==> src/rtl/ram_fill_ctrl.sv <==
// ram_fill_ctrl: access sequencer in front of a single-port RAM.
// Fills the whole RAM with (addr*PAT_STEP) mod 2**DW on init_start, otherwise
// forwards single-beat host reads/writes and returns read data with a strobe.
//
// Host handshake: a request transfers on a rising edge where req_valid and
// req_ready are both 1. req_ready never depends on req_valid; it is low while
// a fill or a read is in flight and in the cycle init_start is asserted.
// The host must hold req_* stable until the transfer. rsp_valid is a one-cycle
// strobe with no backpressure; rsp_rdata holds until the next read response.
module ram_fill_ctrl #(
    parameter int AW       = 10,
    parameter int DW       = 8,
    parameter int PAT_STEP = 2
) (
    input  logic          clk,
    input  logic          rst_n,
    input  logic          init_start,
    output logic          init_busy,
    output logic          init_done,
    input  logic          req_valid,
    output logic          req_ready,
    input  logic          req_write,
    input  logic [AW-1:0] req_addr,
    input  logic [DW-1:0] req_wdata,
    output logic          rsp_valid,
    output logic [DW-1:0] rsp_rdata,
    output logic [AW-1:0] ram_addr,
    output logic [DW-1:0] ram_din,
    output logic          ram_write,
    output logic          ram_select,
    input  logic [DW-1:0] ram_dout,
    output logic [1:0]    dbg_state
);

    typedef enum logic [1:0] {
        IDLE = 2'd0,
        FILL = 2'd1,
        RD   = 2'd2
    } state_t;

    state_t        state_q, state_d;
    logic [AW-1:0] cnt_q, cnt_d;
    logic [AW-1:0] ram_addr_q, ram_addr_d;
    logic [DW-1:0] ram_din_q, ram_din_d;
    logic          ram_write_q, ram_write_d;
    logic          ram_select_q, ram_select_d;
    logic          rsp_valid_q, rsp_valid_d;
    logic [DW-1:0] rsp_rdata_q, rsp_rdata_d;
    logic          init_busy_q, init_busy_d;
    logic          init_done_q, init_done_d;

    // cnt_q is the address being written in the current FILL cycle.
    logic [AW-1:0] fill_next;
    logic [DW-1:0] fill_pat;

    assign fill_next = cnt_q + AW'(1);
    assign fill_pat  = DW'(fill_next * PAT_STEP);

    assign req_ready  = (state_q == IDLE) && !init_start;
    assign init_busy  = init_busy_q;
    assign init_done  = init_done_q;
    assign rsp_valid  = rsp_valid_q;
    assign rsp_rdata  = rsp_rdata_q;
    assign ram_addr   = ram_addr_q;
    assign ram_din    = ram_din_q;
    assign ram_write  = ram_write_q;
    assign ram_select = ram_select_q;
    assign dbg_state  = state_q;

    // Next-state and next-output logic; pulses and RAM strobes default low.
    always_comb begin
        state_d      = state_q;
        cnt_d        = cnt_q;
        ram_addr_d   = ram_addr_q;
        ram_din_d    = ram_din_q;
        ram_write_d  = 1'b0;
        ram_select_d = 1'b0;
        rsp_valid_d  = 1'b0;
        rsp_rdata_d  = rsp_rdata_q;
        init_done_d  = 1'b0;

        unique case (state_q)
            IDLE: begin
                if (init_start) begin
                    // First fill write (address 0) goes out with the state change.
                    state_d      = FILL;
                    cnt_d        = '0;
                    ram_addr_d   = '0;
                    ram_din_d    = '0;
                    ram_select_d = 1'b1;
                    ram_write_d  = 1'b1;
                end else if (req_valid) begin
                    ram_addr_d   = req_addr;
                    ram_select_d = 1'b1;
                    if (req_write) begin
                        ram_write_d = 1'b1;
                        ram_din_d   = req_wdata;
                    end else begin
                        state_d = RD;
                    end
                end
            end
            FILL: begin
                if (cnt_q == {AW{1'b1}}) begin
                    // Last address was written this cycle; counter wraps to 0.
                    state_d     = IDLE;
                    cnt_d       = '0;
                    init_done_d = 1'b1;
                end else begin
                    cnt_d        = fill_next;
                    ram_addr_d   = fill_next;
                    ram_din_d    = fill_pat;
                    ram_select_d = 1'b1;
                    ram_write_d  = 1'b1;
                end
            end
            RD: begin
                // RAM is driven for a read this cycle; capture its output.
                rsp_rdata_d = ram_dout;
                rsp_valid_d = 1'b1;
                state_d     = IDLE;
            end
            default: begin
                state_d = IDLE;
            end
        endcase

        init_busy_d = (state_d == FILL);
    end

    // State, counter and all registered outputs.
    always_ff @(posedge clk or negedge rst_n) begin
        if (!rst_n) begin
            state_q      <= IDLE;
            cnt_q        <= '0;
            ram_addr_q   <= '0;
            ram_din_q    <= '0;
            ram_write_q  <= 1'b0;
            ram_select_q <= 1'b0;
            rsp_valid_q  <= 1'b0;
            rsp_rdata_q  <= '0;
            init_busy_q  <= 1'b0;
            init_done_q  <= 1'b0;
        end else begin
            state_q      <= state_d;
            cnt_q        <= cnt_d;
            ram_addr_q   <= ram_addr_d;
            ram_din_q    <= ram_din_d;
            ram_write_q  <= ram_write_d;
            ram_select_q <= ram_select_d;
            rsp_valid_q  <= rsp_valid_d;
            rsp_rdata_q  <= rsp_rdata_d;
            init_busy_q  <= init_busy_d;
            init_done_q  <= init_done_d;
        end
    end

endmodule

==> config.mk <==
export PLATFORM = sky130hd
export DESIGN_NAME = ram_fill_ctrl
export DESIGN_NICKNAME = d
export VERILOG_FILES = /design/src/rtl/ram_fill_ctrl.sv
export SDC_FILE = /design/constraint.sdc
export NUM_CORES = 1
export LEC_CHECK = 0
export ABC_AREA = 1
export ABC_CLOCK_PERIOD_IN_PS = 1400
export CORE_AREA = 2 2 74 76
export CTS_BUF_LIST = sky130_fd_sc_hd__clkbuf_4 sky130_fd_sc_hd__clkbuf_8
export DETAILED_ROUTE_END_ITERATION = 12
export DIE_AREA = 0 0 76 78
export PLACE_DENSITY = 0.73
export SKIP_CTS_REPAIR_TIMING = 1
export SYNTH_ARGS = -nofsm -noshare
export SYNTH_HDL_FRONTEND = slang
export SYNTH_SLANG_ARGS = --single-unit
==> constraint.sdc <==
create_clock -name clk -period 1.4 [get_ports clk]
set_input_delay 0.28 -clock clk [delete_from_list [all_inputs] [get_ports clk]]
set_output_delay 0.28 -clock clk [all_outputs]
set_load 0.01 [all_outputs]
==> impl_results.md <==
- Status: finished with violations
- Failing checks: setup timing
- Arrival @ worst endpoint: 1730 ps
- Share of cells above drive strength 1: 0.256
- Cell Rows: 26
- Peak fanout along the critical path: 7
- Count leader, synth: nand2_1
- Clk buf depth: 2
- Least-Margin Pin Slew: 303 ps
- Remaining Overflow, GRT: 0
- Post-Route WL: 5800 µm
- N_diodes: 0
- Die width: 76 µm
- Hpwl dp: 3840 µm
- CTS tree: done
- Final period util: 1.06
- RSZ-0062 raised after global routing: yes
- WP data required: 1640 ps
- CTS buffer count: 5
- First-pass GRT wire length: 8780 µm
- DP Cell Count: 412
- Top_reg_cell synth: dfrtp_1
- Final ANT Viol Nets: 0
- Multi-input combinational cell area: 0.00104 mm²
- Final setup skew: 8.76 ps
- Core Util, Final: 0.679
- Min Tclk post-route: 1490 ps
- Startpoint types: flop
- Synth-to-layout area growth: 70.0%
- Area after DPL: 0.00294 mm²
- Sequential-to-total area share from yosys stat: 0.534
- Total core area: 0.00504 mm²
- Clock latency on the worst-skew pair: 300 ps
- Number of detailed-route iterations in the first pass: 4
- Leak: 1.95 nW
- Clock Sink Count: 43
- WHS: 469 ps
- Non-filler instance count after layout: 425
- Pwr/cell area: 1760 mW/mm²
- Synth Warn #: 0
- Syn_area_per_cell: 7.93 µm²
- Pins Over Slew Limit: 0
- Net count after synthesis: 286
- Area share of the largest cell type after synthesis: 0.534
- Post-synth EDFFs: 0
- DRC: 0
- FF/Latch Area: 0.00108 mm²
- Mapped Area: 0.00201 mm²
- Via count of the first global-routing pass: 1,955
- MaxCap Viol Count: 0
- Design Area, Final: 0.00342 mm²
- Cell taking the most area after synthesis: dfrtp_1
- Final hold vios: 0
- Achievable Freq: 0.672 GHz
- DRT iter0 DRCs: 133
- Die Y-Extent: 78 µm
- Largest net degree at the start of global routing: 44
- Die area: 0.00593 mm²
- Tightest Hold Check Type: reg -> reg
- Number of synthesized register bits: 43
- Initial Utilization: 0.399
- FF-to-FF setup slack: -90 ps
- WL/cell: 13.7 µm
- Vias: 2,030
- Vias/cell: 4.78
- FFs w/ async S/R, synth: 1.00
- Crit Path Class: reg -> reg
- Antenna violations before repair: 0
- Nets: 386
- Unique cell type count in the Yosys netlist: 22
- Max rail drop VDD: 0.908 mV
- Setup Viol. Count Final: 21
- Critical path capture point type: flop
- PortBufs: 64
- Ports: 65
- Ranking of synthesized cells by area: dfrtp_1, nand2_1, nand3_1
- Fin worst setup slack: -87.5 ps
- Most frequent cells after synthesis: nand2_1, dfrtp_1, nand3_1
- Post-Synthesis Cells: 254
- Fillers: 394
- CTS root buffer: clkbuf_8
- # H-tree levels: 2
- Max_slew headroom: 0.796
- Gr usage total: 0.182
- Clk slew on worst S/H paths: 80 ps
- Routability cong.: 0.820
## per-layer routing
layer  GRT usage  up-vias  share of wire
met5           0        -              0
met4      0.0618        0          0.019
met3      0.0430       10          0.044
met2       0.311       62           0.50
met1       0.230      953           0.44
li1            -     1005              -
## registers in the layout (all words and copies together) (netlist names)
name and count:
rsp_rdata 8, ram_din 8, ram_select 1, init_busy 1, ram_write 1, rsp_valid 1
init_done 1, ram_addr 10, cnt_q 10, dbg_state 2
## power breakdown
part	total, mW	leakage, nW	internal [mW]	switching, mW
clock network	0.895	0.0549	0.470	0.425
logic	3.13	1.37	1.48	1.65
registers	2.01	0.524	1.70	0.315
total	6.03	1.95	3.65	2.39
## layout make-up
class,count,area share
Clock buffer,8,0.0303
Inverter,17,0.0194
Multi-Input combinational cell,190,0.305
Sequential cell,43,0.314
Tap cell,70,0.0256
Timing Repair Buffer,97,0.305
## worst max-delay path: stages, from the launching register on
cell       delay, ps
dfrtp_1          390
ha_2             220
nand2_4           70
nor2_4           140
nand3_4          130
nand2_8          180
clkbuf_16        180
nand3_2           50
nand2_1           60
## cell families (layout without fill, tap and decap cells)
logic type / Yosys count / in the layout / share of synthesized area
buf+inv: 22 / 122 / 0.0522
fa+ha+maj: 1 / 1 / 0.00621
flops: 43 / 43 / 0.534
compound gates: 17 / 17 / 0.0441
xor+xnor: 1 / 1 / 0.00435
simple gates: 170 / 171 / 0.359
## final timing paths
path / start / to / cells past startpoint
min in group asynchronous: rst_n / rsp_rdata[2] / 3
setup reg to reg: cnt_q[1] / ram_addr[6] / 8
setup / recovery: cnt_q[1] / ram_addr[6] / 8
hold / removal: rsp_rdata[4] / rsp_rdata[4] / 2
max in group asynchronous: rst_n / ram_din[0] / 3
hold reg to reg: rsp_rdata[4] / rsp_rdata[4] / 2
## layout by cell type (no fill, tap or decap), drive strengths merged
| master | instances |
|---|---|
| nand2 | 129 |
| dfrtp | 43 |
| dlymetal6s2s | 34 |
| buf | 32 |
| clkdlybuf4s50 | 29 |
| nand3 | 28 |
| inv | 17 |
| nor2 | 12 |
| o21ai | 11 |
| clkbuf | 9 |
| o22ai | 3 |
| a21oi | 3 |
| or2 | 1 |
| nor3 | 1 |
| xor2 | 1 |
| ha | 1 |
| dlygate4sd3 | 1 |
## stage by stage
| step | power [mW] | setup slack (ps) | setup TNS (ps) |
|---|---|---|---|
| after floorplan | 3.24 | 25.7 | 0 |
| after global placement | 4.59 | -238 | -4130 |
| after detailed placement | 4.66 | -256 | -5230 |
| after CTS | 5.56 | -417 | -5130 |
| after global routing | 6.45 | -171 | -3460 |
| final | 6.03 | -87.5 | -1380 |
No activity file was read; power rests on OpenSTA's default activity.
